**src/rtl/rf_up_2to4_if.sv**
```systemverilog
// rf_up_2to4_if: streaming bus of the 2-to-4 interpolator.
// 2 SPC in, 4 SPC out per channel; valid-only, no backpressure.
interface rf_up_2to4_if #(
    parameter int NUM_CHANNELS = 1
);
    logic [NUM_CHANNELS*64-1:0]  i_tdata;
    logic [NUM_CHANNELS-1:0]     i_tvalid;
    logic [NUM_CHANNELS*128-1:0] o_tdata;
    logic [NUM_CHANNELS-1:0]     o_tvalid;

    modport master (
        output i_tdata, i_tvalid,
        input  o_tdata, o_tvalid
    );

    modport slave (
        input  i_tdata, i_tvalid,
        output o_tdata, o_tvalid
    );
endinterface

```
**src/rtl/rf_up_2to4.sv**
```systemverilog
// rf_up_2to4: 2x half-band interpolator, 2 SPC in / 4 SPC out per channel.
// Kernel (-1,9,9,-1)/16, 3-stage pipe; RF_UP_2TO4_ROUND_EN selects round-half-up.
module rf_up_2to4 #(
    parameter int NUM_CHANNELS = 1
) (
    input logic         clk,
    input logic         rst_n,
    rf_up_2to4_if.slave bus
);

    wire [NUM_CHANNELS*128-1:0] w_o_tdata;
    wire [NUM_CHANNELS-1:0]     w_o_tvalid;

    function automatic logic [15:0] f_rnd_sat(
        input logic signed [21:0] i_d
    );
        logic signed [21:0] v_r;
`ifdef RF_UP_2TO4_ROUND_EN
        v_r = i_d + 22'sd8;
`else
        v_r = i_d;
`endif
        v_r = v_r >>> 4;
        if (v_r > 22'sd32767) begin
            return 16'h7fff;
        end else if (v_r < -22'sd32768) begin
            return 16'h8000;
        end else begin
            return v_r[15:0];
        end
    endfunction

    genvar g_ch, g_c;
    for (g_ch = 0; g_ch < NUM_CHANNELS; g_ch++) begin : g_chan
        logic r_v1;
        logic r_v2;
        logic r_v3;

        // Valid flags travel alongside the three data stages.
        always_ff @(posedge clk or negedge rst_n) begin
            if (!rst_n) begin
                r_v1 <= 1'b0;
                r_v2 <= 1'b0;
                r_v3 <= 1'b0;
            end else begin
                r_v1 <= bus.i_tvalid[g_ch];
                r_v2 <= r_v1;
                r_v3 <= r_v2;
            end
        end

        assign w_o_tvalid[g_ch] = r_v3;

        for (g_c = 0; g_c < 2; g_c++) begin : g_comp
            logic signed [15:0] w_x0;
            logic signed [15:0] w_x1;
            logic signed [15:0] r_h1;
            logic signed [15:0] r_h2;
            logic signed [15:0] r_h3;
            logic signed [15:0] r_s1_p0;
            logic signed [15:0] r_s1_p2;
            logic signed [16:0] r_s1_a1;
            logic signed [16:0] r_s1_b1;
            logic signed [16:0] r_s1_a3;
            logic signed [16:0] r_s1_b3;
            logic signed [20:0] w_a9_1;
            logic signed [20:0] w_a9_3;
            logic signed [21:0] w_d1;
            logic signed [21:0] w_d3;
            logic signed [15:0] r_s2_p0;
            logic signed [15:0] r_s2_p2;
            logic signed [21:0] r_s2_d1;
            logic signed [21:0] r_s2_d3;
            logic [15:0]        r_y0;
            logic [15:0]        r_y1;
            logic [15:0]        r_y2;
            logic [15:0]        r_y3;

            assign w_x0 = bus.i_tdata[g_ch*64 + g_c*16 +: 16];
            assign w_x1 = bus.i_tdata[g_ch*64 + 32 + g_c*16 +: 16];

            // Sample history; idle cycles leave it alone so gaps vanish.
            always_ff @(posedge clk or negedge rst_n) begin
                if (!rst_n) begin
                    r_h1 <= '0;
                    r_h2 <= '0;
                    r_h3 <= '0;
                end else if (bus.i_tvalid[g_ch]) begin
                    r_h1 <= w_x1;
                    r_h2 <= w_x0;
                    r_h3 <= r_h1;
                end
            end

            // S1: pair sums for mid(2k-2) and mid(2k-1), plus passthroughs.
            always_ff @(posedge clk or negedge rst_n) begin
                if (!rst_n) begin
                    r_s1_p0 <= '0;
                    r_s1_p2 <= '0;
                    r_s1_a1 <= '0;
                    r_s1_b1 <= '0;
                    r_s1_a3 <= '0;
                    r_s1_b3 <= '0;
                end else if (bus.i_tvalid[g_ch]) begin
                    r_s1_p0 <= r_h2;
                    r_s1_p2 <= r_h1;
                    r_s1_a1 <= 17'(r_h2) + 17'(r_h1);
                    r_s1_b1 <= 17'(r_h3) + 17'(w_x0);
                    r_s1_a3 <= 17'(r_h1) + 17'(w_x0);
                    r_s1_b3 <= 17'(r_h2) + 17'(w_x1);
                end
            end

            assign w_a9_1 = (21'(r_s1_a1) <<< 3) + 21'(r_s1_a1);
            assign w_a9_3 = (21'(r_s1_a3) <<< 3) + 21'(r_s1_a3);
            assign w_d1   = 22'(w_a9_1) - 22'(r_s1_b1);
            assign w_d3   = 22'(w_a9_3) - 22'(r_s1_b3);

            // S2: 9*a - b, shift-and-add instead of a multiplier.
            always_ff @(posedge clk or negedge rst_n) begin
                if (!rst_n) begin
                    r_s2_p0 <= '0;
                    r_s2_p2 <= '0;
                    r_s2_d1 <= '0;
                    r_s2_d3 <= '0;
                end else if (r_v1) begin
                    r_s2_p0 <= r_s1_p0;
                    r_s2_p2 <= r_s1_p2;
                    r_s2_d1 <= w_d1;
                    r_s2_d3 <= w_d3;
                end
            end

            // S3: scale, saturate midpoints; hold output while idle.
            always_ff @(posedge clk or negedge rst_n) begin
                if (!rst_n) begin
                    r_y0 <= '0;
                    r_y1 <= '0;
                    r_y2 <= '0;
                    r_y3 <= '0;
                end else if (r_v2) begin
                    r_y0 <= r_s2_p0;
                    r_y1 <= f_rnd_sat(r_s2_d1);
                    r_y2 <= r_s2_p2;
                    r_y3 <= f_rnd_sat(r_s2_d3);
                end
            end

            assign w_o_tdata[g_ch*128 + 0  + g_c*16 +: 16] = r_y0;
            assign w_o_tdata[g_ch*128 + 32 + g_c*16 +: 16] = r_y1;
            assign w_o_tdata[g_ch*128 + 64 + g_c*16 +: 16] = r_y2;
            assign w_o_tdata[g_ch*128 + 96 + g_c*16 +: 16] = r_y3;
        end
    end

    assign bus.o_tdata  = w_o_tdata;
    assign bus.o_tvalid = w_o_tvalid;

endmodule

```
**src/flat_wrapper.sv**
```systemverilog
// flat-port wrapper written by rule: the top's interface ports become plain ports
module rf_up_2to4_flat 
#(
    parameter int NUM_CHANNELS = 1
)
  (clk, rst_n, bus_i_tdata, bus_i_tvalid, bus_o_tdata, bus_o_tvalid);
  rf_up_2to4_if #(.NUM_CHANNELS(NUM_CHANNELS)) bus_i ();
  input logic clk;
  input logic rst_n;
  input wire logic [$bits(bus_i.i_tdata)-1:0] bus_i_tdata;
  input wire logic [$bits(bus_i.i_tvalid)-1:0] bus_i_tvalid;
  output wire logic [$bits(bus_i.o_tdata)-1:0] bus_o_tdata;
  output wire logic [$bits(bus_i.o_tvalid)-1:0] bus_o_tvalid;
  assign bus_i.i_tdata = bus_i_tdata;
  assign bus_i.i_tvalid = bus_i_tvalid;
  assign bus_o_tdata = bus_i.o_tdata;
  assign bus_o_tvalid = bus_i.o_tvalid;
  rf_up_2to4 #(.NUM_CHANNELS(NUM_CHANNELS)) u_core (.clk(clk), .rst_n(rst_n), .bus(bus_i));
endmodule
```
**config.mk**
```make
export PLATFORM = sky130hd
export DESIGN_NAME = rf_up_2to4_flat
export DESIGN_NICKNAME = d
export VERILOG_FILES = /design/src/rtl/rf_up_2to4_if.sv /design/src/rtl/rf_up_2to4.sv /design/src/flat_wrapper.sv
export SDC_FILE = /design/constraint.sdc
export NUM_CORES = 1
export LEC_CHECK = 0
export CORE_AREA = 10 10 250 276
export CTS_BUF_LIST = sky130_fd_sc_hd__clkbuf_8
export CTS_CLUSTER_SIZE = 14
export DETAILED_ROUTE_END_ITERATION = 8
export DIE_AREA = 0 0 260 286
export PLACE_DENSITY_LB_ADDON = 0.12
export SLEW_MARGIN = 40
export SYNTH_ARGS = -nofsm -noshare
export SYNTH_HDL_FRONTEND = slang
export SYNTH_SLANG_ARGS = --single-unit
```
**constraint.sdc**
```tcl
create_clock -name clk -period 3.2 [get_ports clk]
set_input_delay 0.96 -clock clk [delete_from_list [all_inputs] [get_ports clk]]
set_output_delay 0.96 -clock clk [all_outputs]
set_load 0.1 [all_outputs]
```
After elaboration in Yosys (flattened, before gate mapping)
Cells that the tools add are included.
Operators by class
  bitwise logic cells: 0
  add/sub/neg operators: 16
  multiplexer cells: 8
  shifts and indexed selects: 0
  magnitude comparators: 8
  reductions and logical operators: 0
  divide/modulo/power cells: 0
  equal/unequal tests: 0
  $mul: 0
Operators with widths (count)
  adder 16 x 16 -> 17 bit: 8
  2-to-1 mux 16 bit: 8
  subtractor 21 x 17 -> 22 bit: 4
  adder 20 x 17 -> 21 bit: 4
  > comparator 18 x 16 -> 1 bit (second input constant): 4
  < comparator 18 x 16 -> 1 bit (second input constant): 4
Storage, ports and cells
  memories kept: 0
  bits in read-only memories: 0
  word-level logic and storage cells: 67
  memory bits (writable): 0
  output and inout port bits: 129
  register bits: 547
  input port bits: 67
  latch bits: 0

Longest topological paths before layout
Gate-level depths: netlist of the first run.
  depth after elaboration: 3
  gate-level depth with buffers: 13
  mapped depth without buffers: 12

Worst setup path after synthesis of the first run
Ideal clock, no wire load.
  path kind: reg2reg
  start point: register u_core.g_chan[0].g_comp[0].r_s1_b1[9]
  end point: register u_core.g_chan[0].g_comp[0].r_s2_d1[21]
  clock period less this slack: 3276 ps
  cell stages (with the launch flop): 13
  buffers on the path: 1
  setup slack: -76 ps
  library setup time: 125 ps
  data required time: 3075 ps
  arrival time: 3151 ps
  path through: dfrtp_1 -> fa_1 -> inv_1 -> ha_1 -> clkbuf_1 -> a21o_1 -> a21o_1 -> a21o_1 -> a2111o_1 -> a311o_1 -> and3_1 -> xnor2_1 -> mux2_2
Between the ends
  cells in the longest elaborated chain, start to end: 1
RTL lines
  start: declaration: line rf_up_2to4.sv:63  | logic signed [16:0] r_s1_b1;
  start signal: assignment: line rf_up_2to4.sv:108  | r_s1_b1 <= 17'(r_h3) + 17'(w_x0);
  subtractor 21 x 17 -> 22 bit: line rf_up_2to4.sv:116  | assign w_d1 = 22'(w_a9_1) - 22'(r_s1_b1);
  end signal: assignment: line rf_up_2to4.sv:129  | r_s2_d1 <= w_d1;
  end: declaration: line rf_up_2to4.sv:72  | logic signed [21:0] r_s2_d1;
Every way passes these cells.
A chain may end at the register's enable or synchronous reset.

Final worst setup path of the first run
  start point: register u_core.g_chan[0].g_comp[1].r_s1_a3[1]
  end point: register u_core.g_chan[0].g_comp[1].r_s2_d3[19]
Between the ends
  cells in the longest elaborated chain, start to end: 2
RTL lines
  start: declaration: line rf_up_2to4.sv:64  | logic signed [16:0] r_s1_a3;
  start signal: assignment: line rf_up_2to4.sv:109  | r_s1_a3 <= 17'(r_h1) + 17'(w_x0);
  adder 20 x 17 -> 21 bit: line rf_up_2to4.sv:115  | assign w_a9_3 = (21'(r_s1_a3) <<< 3) + 21'(r_s1_a3);
  subtractor 21 x 17 -> 22 bit: line rf_up_2to4.sv:117  | assign w_d3 = 22'(w_a9_3) - 22'(r_s1_b3);
  end signal: assignment: line rf_up_2to4.sv:130  | r_s2_d3 <= w_d3;
  end: declaration: line rf_up_2to4.sv:73  | logic signed [21:0] r_s2_d3;
Every way passes these cells.

==> metrics.md, run 1 <==
| Metric | Value |
|---|---|
| Outcome | complete, no violations |
| Die height | 286 µm |
| Initial Utilization | 49.60% |
| Rows | 97 |
| Pwr/cell area | 1081 nW/µm² |
| Drt pass-1 iters | 6 |
| Avg Vias per Cell | 5.300 |
| Crit Path Class | reg2reg |
| Fmax | 319.1 MHz |
| Non-filler cells, final | 4338 |
| DRT Wirelength | 79750 µm |
| Seq pwr share | 26.3% |
| Part of the power in combinational logic | 57.4% |
| Routability cong. | 0.8906 |
| H-tree level count | 3 |
| R2R Path Start | u_core.g_chan[0].g_comp[1].r_s1_a3[1]$_DFFE_PN0P_ |
| Setup Total Neg Slack | 0 ps |
| Final min period | 3133 ps |
| Main flop type after synthesis | dfrtp_1 |
| Ports | 196 |
| R2R setup slack | 70 ps |
| VDD IR-drop max | 0.7816 mV |
| Slew HR | 44.06% |
| Setup Viol. Count Final | 0 |
| Average cell area after synthesis | 10.33 µm² |
| Layout area overhead | 20.36% |
| Clock Tree Buf Depth | 3 |
| TritonCTS buffer count | 92 |
| Final hold violations | 0 |
| Top-area cell type share of the netlist area | 42.36% |
| DR vias | 22990 |
| Post-synth EDFFs | 0 |
| Global-route wire length before repair | 128400 µm |
| Leakage | 17.94 nW |
| Internal power | 22.06 mW |
| Hold Slack | 223.6 ps |
| Crit end category | register |
| Detail Route Antenna Nets | 0 |
| Mapped cell area | 31370 µm² |
| Die width | 260 µm |
| Final Slew Violations | 0 |
| DRC errors left | 0 |
| CP max FO | 3 |
| Port Buf Inserts | 195 |
| Post-synth top area cell | dfrtp_1 |
| Worst hold path type | in2async |
| Root buf cell | clkbuf_8 |
| Max Cap Violations | 0 |
| Crit share post-route | 97.92% |
| Clk sinks | 531 |
| Final instance area | 37750 µm² |
| Layout Skew | 17.12 ps |
| HPWL after detailed placement | 60550 µm |
| Post-synthesis net count | 3386 |
| Die Area | 74360 µm² |
| Share of post-route cells with drive strength above 1 | 26.56% |
| Sw frac | 45.95% |
| Worst skew pair latency | 690 ps |
| Register area share after synthesis | 42.36% |
| CORE AREA | 63230 µm² |
| Number of global-route vias before repair | 23359 |
| Net switching power | 18.76 mW |
| GR Util All Layers | 21.41% |
| Drt first-iter violations | 1267 |
| Wirelength per Cell | 18.38 µm |
| Register bit total from synthesis | 531 |
| CTS tree | done |
| Required time worst endpoint | 3750 ps |
| Synth top area cells | dfrtp_1 42%, mux2_2 13%, ha_1 8.5% |
| Post-synth ARST share | 100.0% |
| Clock Power Share | 16.3% |
| GRT overflow | 0 |
| Number of nets in the layout | 3776 |
| Mapped Cells | 3035 |
| CP Launch Type | register |
| Reg2reg path depth | 12 |
| Synthesis Warnings | 0 |
| Reg2reg end | u_core.g_chan[0].g_comp[1].r_s2_d3[19]$_DFFE_PN0P_ |
| Worst EP arrival | 3680 ps |
| Largest net degree at the start of global routing | 166 |
| Post-CTS Hold Fix Bufs | 0 |
| Unique masters post-synth | 74 |
| Dpl cells | 4161 |
| DP Area | 35350 µm² |
| Number of antenna violations at the first check in global routing | 7 |
| Core Util, Final | 59.70% |
| Worst-margin pin slew | 839.0 ps |
| Reg clk slew, reported paths | 60 ps |
what timing repair did:
action | in CTS | in global routing
buffers inserted | 3 | 8
gates resized for setup | 20 | 51
setup endpoints to repair | 17 | 42
pin swaps | 20 | 22
placed cells by master (no fill, tap or decap), drive strengths merged, types with 72 or more instances in the layout:
| cell type | Yosys | routed |
|---|---|---|
| dfrtp | 531 | 531 |
| mux2 | 354 | 354 |
| buf | 15 | 348 |
| inv | 315 | 340 |
| nand2 | 240 | 240 |
| nor2 | 219 | 219 |
| ha | 212 | 212 |
| o21ai | 177 | 177 |
| clkbuf | 101 | 125 |
| a21oi | 122 | 122 |
| xnor2 | 106 | 106 |
| a21o | 72 | 72 |
| fa | 72 | 72 |
layout make-up:
type,count,area (µm²)
Fill cell,5347,25480
Multi-Input combinational cell,2072,16750
Sequential cell,531,13310
Timing Repair Buffer,412,3455
Clock buffer,125,1720
Inverter,316,1186
Tap cell,841,1052
Clock inverter,38,279.0
Antenna cell,3,7.507
cell families (layout without fill, tap and decap cells):
kind of cell | Yosys count | after routing | synth area share [%]
AND/OR/NAND/NOR | 652 | 652 | 9.227
AO/OA/AOI/OAI | 612 | 612 | 12.64
XOR/XNOR | 150 | 150 | 4.189
flip-flops | 531 | 531 | 42.36
multiplexers | 374 | 374 | 13.35
buffers and inverters | 432 | 891 | 5.178
adder cells (fa/ha/maj) | 284 | 284 | 13.05
other | 0 | 3 | 0
per-layer routing:
| layer | global-route usage (%) | share of wire [%] |
|---|---|---|
| met1 | 31.66 | 50 |
| met2 | 31.74 | 43 |
| met3 | 3.567 | 5.2 |
| met4 | 6.070 | 1.9 |
| met5 | 0 | 0 |
Yosys cell counts (5+ instances only):
master	number
a2111oi_0	5
a211o_1	5
a211oi_1	13
a21o_1	72
a21oi_1	121
a221oi_1	5
a31o_2	8
a31oi_1	24
a41oi_1	5
and2_1	5
and3_1	19
buf_1	13
clkbuf_1	101
dfrtp_1	531
fa_1	72
ha_1	212
inv_1	315
mux2_2	354
mux2i_1	20
nand2_1	240
nand2b_1	16
nand3_1	33
nand3b_1	10
nand4_1	13
nor2_1	219
nor2b_1	15
nor3_1	35
nor3b_1	6
o2111ai_1	9
o211ai_1	71
o21a_1	12
o21ai_0	174
o21bai_1	23
o22ai_1	5
o31ai_1	16
o41ai_1	5
or2_2	8
or3_1	21
xnor2_1	106
xor2_1	44
power by group through the flow:
stage          registers, mW  clock network (mW)  logic (mW)
6_report                10.7                6.65        23.4
5_1_grt                 11.1                7.16        25.8
4_1_cts                 10.7                6.87        22.9
3_5_place_dp            10.8                   0        22.6
3_3_place_gp            10.7                   0        22.2
2_1_floorplan           13.8                   0        13.2
worst max-delay path, stage by stage, from the launching register on:
cell,delay [ps]
dfrtp_1,360
inv_2,60
fa_1,500
inv_1,40
ha_2,170
or3_1,300
a31o_1,240
a31oi_4,210
o21ai_2,110
a31o_4,240
a2111o_1,400
a311oi_2,270
o31ai_1,100
registers in the layout, summed over array words and instances (netlist names), 34 cells and up:
| register | count |
|---|---|
| u_core.g_chan.g_comp.r_s2_d1 | 36 |
| u_core.g_chan.g_comp.r_s2_d3 | 36 |
| u_core.g_chan.g_comp.r_s1_a1 | 34 |
| u_core.g_chan.g_comp.r_s1_a3 | 34 |
| u_core.g_chan.g_comp.r_s1_b1 | 34 |
| u_core.g_chan.g_comp.r_s1_b3 | 34 |
worst max path at each step:
stage                                                  startpoint                                                 end  slack, ps  cells past startpoint
3_5_place_dp                                       bus_i_tdata[0]  u_core.g_chan[0].g_comp[0].r_s1_b1[14]$_DFFE_PN0P_       -840                     11
2_1_floorplan   u_core.g_chan[0].g_comp[0].r_s1_b1[9]$_DFFE_PN0P_  u_core.g_chan[0].g_comp[0].r_s2_d1[21]$_DFFE_PN0P_          2                     12
6_report        u_core.g_chan[0].g_comp[1].r_s1_a3[1]$_DFFE_PN0P_  u_core.g_chan[0].g_comp[1].r_s2_d3[19]$_DFFE_PN0P_         70                     12
3_3_place_gp                                       bus_i_tdata[0]  u_core.g_chan[0].g_comp[0].r_s1_b1[14]$_DFFE_PN0P_       -740                     11
4_1_cts         u_core.g_chan[0].g_comp[1].r_s1_b1[4]$_DFFE_PN0P_  u_core.g_chan[0].g_comp[1].r_s2_d1[18]$_DFFE_PN0P_         -4                     11
5_1_grt        u_core.g_chan[0].g_comp[1].r_s1_a1[12]$_DFFE_PN0P_  u_core.g_chan[0].g_comp[1].r_s2_d1[18]$_DFFE_PN0P_        -10                     12
per-stage QoR:
| stage | setup WS [ps] | total power, mW |
|---|---|---|
| 6_report | 66.60 | 40.82 |
| 5_1_grt | -13.50 | 44.02 |
| 4_1_cts | -4.306 | 40.52 |
| 3_5_place_dp | -837.6 | 33.44 |
| 3_3_place_gp | -743.3 | 32.92 |
| 2_1_floorplan | 1.542 | 26.99 |
No activity file was read; power rests on OpenSTA's default activity.
==> run 2: changes to the inputs <==
--- a/config.mk
+++ b/config.mk
@@ -11,7 +11,7 @@
 export DETAILED_ROUTE_END_ITERATION = 8
 export DIE_AREA = 0 0 260 286
 export PLACE_DENSITY_LB_ADDON = 0.12
-export SLEW_MARGIN = 40
+export SLEW_MARGIN = 15
 export SYNTH_ARGS = -nofsm -noshare
 export SYNTH_HDL_FRONTEND = slang
 export SYNTH_SLANG_ARGS = --single-unit
==> run 2 against run 1 <==
  * Clock power about the same
  * Clock skew increased by 1.5 ps
  * Critical path depth unchanged
  * Utilization decreased by 0.059 points
  * Final area about the same
  * Clock-buffer cell count unchanged
  * Power about the same
  * Die area unchanged
  * Worst hold slack got worse by 5.9 ps
  * Sequential power about the same
  * Global-route usage about the same
  * Cell count about the same
==> metrics.md, run 2 (synthesis results as in run 1) <==
| Metric | Value |
|---|---|
| Max Cap Violations | 0 (unchanged) |
| Number of antenna violations at the first check in global routing | 7 (unchanged) |
| Initial Utilization | 49.60% (unchanged) |
| Worst EP arrival | 3680 ps (about the same) |
| VDD IR-drop max | 0.7823 mV (was 0.7816 mV) |
| Final instance area | 37710 µm² (was 37750 µm²) |
| Ports | 196 (unchanged) |
| Detail Route Antenna Nets | 0 (unchanged) |
| Port Buf Inserts | 195 (unchanged) |
| Non-filler cells, final | 4337 (was 4338) |
| Leakage | 17.94 nW (about the same) |
| GRT overflow | 0 (unchanged) |
| CTS tree | done (unchanged) |
| Clock Tree Buf Depth | 3 (unchanged) |
| Largest net degree at the start of global routing | 166 (unchanged) |
| Die Area | 74360 µm² (unchanged) |
| Setup Total Neg Slack | 0 ps (unchanged) |
| Worst-margin pin slew | 957.9 ps (was 839.0 ps) |
| Crit end category | register (unchanged) |
| Drt pass-1 iters | 5 (was 6) |
| Global-route wire length before repair | 128400 µm (unchanged) |
| Worst setup margin | 69.65 ps (was 66.60 ps) |
| H-tree level count | 3 (unchanged) |
| Layout area overhead | 20.24% (was 20.36%) |
| CP Launch Type | register (unchanged) |
| Clk sinks | 531 (unchanged) |
| Routability cong. | 0.8906 (unchanged) |
| Rows | 97 (unchanged) |
| Final min period | 3130 ps (was 3133 ps) |
| Wirelength per Cell | 18.39 µm (was 18.38 µm) |
| Dpl cells | 4161 (unchanged) |
| GR Util All Layers | 21.41% (about the same) |
| Hold Slack | 217.7 ps (was 223.6 ps) |
| Reg2reg path depth | 12 (unchanged) |
| Regs by FF count | u_core.g_chan.g_comp.r_s2_d1 (36), u_core.g_chan.g_comp.r_s2_d3 (36) (unchanged) |
| DR vias | 22987 (was 22990) |
| Drt first-iter violations | 1226 (was 1267) |
| Outcome | complete, no violations (unchanged) |
| Number of nets in the layout | 3775 (was 3776) |
| Avg Vias per Cell | 5.300 (about the same) |
| Commonest non-fill, non-tap cells in the layout | 528 x dfrtp_1, 353 x mux2_2, 332 x inv_1 (was 520 x dfrtp_1, 353 x mux2_2, 332 x inv_1) |
| DP Area | 35340 µm² (was 35350 µm²) |
| CORE AREA | 63230 µm² (unchanged) |
| Fmax | 319.5 MHz (was 319.1 MHz) |
| Reg clk slew, reported paths | 60 ps (about the same) |
| Slowest cell delay on critical path | 500 ps (about the same) |
| Tot Pwr | 40.83 mW (was 40.82 mW) |
| HPWL after detailed placement | 60550 µm (unchanged) |
| Die height | 286 µm (unchanged) |
| Setup Viol. Count Final | 0 (unchanged) |
| Crit Path Class | reg2reg (unchanged) |
| Required time worst endpoint | 3750 ps (about the same) |
| Final Slew Violations | 0 (unchanged) |
| CP max-delay cell | fa_1 (unchanged) |
| Crit share post-route | 97.82% (was 97.92%) |
| DRT Wirelength | 79750 µm (about the same) |
| TritonCTS buffer count | 92 (unchanged) |
| Worst hold path type | in2async (unchanged) |
| Crit-path cells | inv_2 -> fa_1 -> inv_1 -> ha_2 -> or3_1 -> a31o_1 -> a31oi_4 -> o21ai_2 -> a31o_4 -> a2111o_1 -> a311oi_2 -> o31ai_1 (unchanged) |
| CP max FO | 3 (unchanged) |
| Layout Skew | 18.57 ps (was 17.12 ps) |
| Final hold violations | 0 (unchanged) |
| Number of global-route vias before repair | 23368 (was 23359) |
| Core Util, Final | 59.65% (was 59.70%) |
| Slew HR | 36.14% (was 44.06%) |
| Share of post-route cells with drive strength above 1 | 26.31% (was 26.56%) |
| Pre-CTS setup slack | -837.6 ps (unchanged) |
| Worst skew pair latency | 680 ps (was 690 ps) |
| DRC errors left | 0 (unchanged) |
| Die width | 260 µm (unchanged) |
| Pwr/cell area | 1083 nW/µm² (was 1081 nW/µm²) |
| Most common cell after layout, fill and taps aside | dfrtp_1 (unchanged) |
| Root buf cell | clkbuf_8 (unchanged) |
## run 2: final cells by class
| cell class | instances | area, µm² |
|---|---|---|
| antenna | 3 | 7.507 |
| fill | 5352 | 25520 |
| inverter | 316 | 1186 |
| timing repair buffer | 411 | 3427 |
| clock buffer | 125 | 1720 |
| clock inverter | 38 | 279.0 |
| multi-input combinational | 2072 | 16750 |
| tap | 841 | 1052 |
| sequential | 531 | 13300 |
## run 2: critical path, delay by kind of cell, from the launching register on
kind / cells / cell delay (ps)
adders and majority gates: 2 / 670
buffers and inverters: 2 / 100
DFF: 1 / 370
and+or+nand+nor: 1 / 300
AOI/OAI and AO/OA: 7 / 1570
## run 2: final timing paths
check / start / to / slack [ps]
worst max-delay path: u_core.g_chan[0].g_comp[1].r_s1_a3[1]$_DFFE_PN0P_ / u_core.g_chan[0].g_comp[1].r_s2_d3[19]$_DFFE_PN0P_ / 70
worst min-delay path: rst_n / u_core.g_chan[0].g_comp[1].r_s2_d3[7]$_DFFE_PN0P_ / 220
worst max register to register: u_core.g_chan[0].g_comp[1].r_s1_a3[1]$_DFFE_PN0P_ / u_core.g_chan[0].g_comp[1].r_s2_d3[19]$_DFFE_PN0P_ / 70
worst min register to register: u_core.g_chan[0].g_comp[1].r_s2_p2[5]$_DFFE_PN0P_ / u_core.g_chan[0].g_comp[1].r_y2[5]$_DFFE_PN0P_ / 500
max in group asynchronous: rst_n / u_core.g_chan[0].g_comp[0].r_s1_p2[0]$_DFFE_PN0P_ / 2160
min in group clk: u_core.g_chan[0].g_comp[1].r_s2_p2[5]$_DFFE_PN0P_ / u_core.g_chan[0].g_comp[1].r_y2[5]$_DFFE_PN0P_ / 500
## run 2: power breakdown
group | switching, mW | internal [mW]
clock network | 2.85 | 3.79
logic | 13.9 | 9.53
registers | 1.96 | 8.75
## run 2: what timing repair did
action	4_1_cts	5_1_grt
setup buffers	3	8
endpoints found under the hold margin	0	0
setup endpoints to repair	16	42
gates resized for setup	20	51
hold buffers	0	0
pin swaps	20	22
## run 2: routing by layer
layer / track usage (%) / vias to the layer above / share of wire [%]
li1: - / 11300 / -
met1: 31.66 / 11121 / 50
met2: 31.74 / 455 / 43
met3: 3.558 / 111 / 4.6
met4: 6.070 / 0 / 1.9
met5: 0 / - / 0
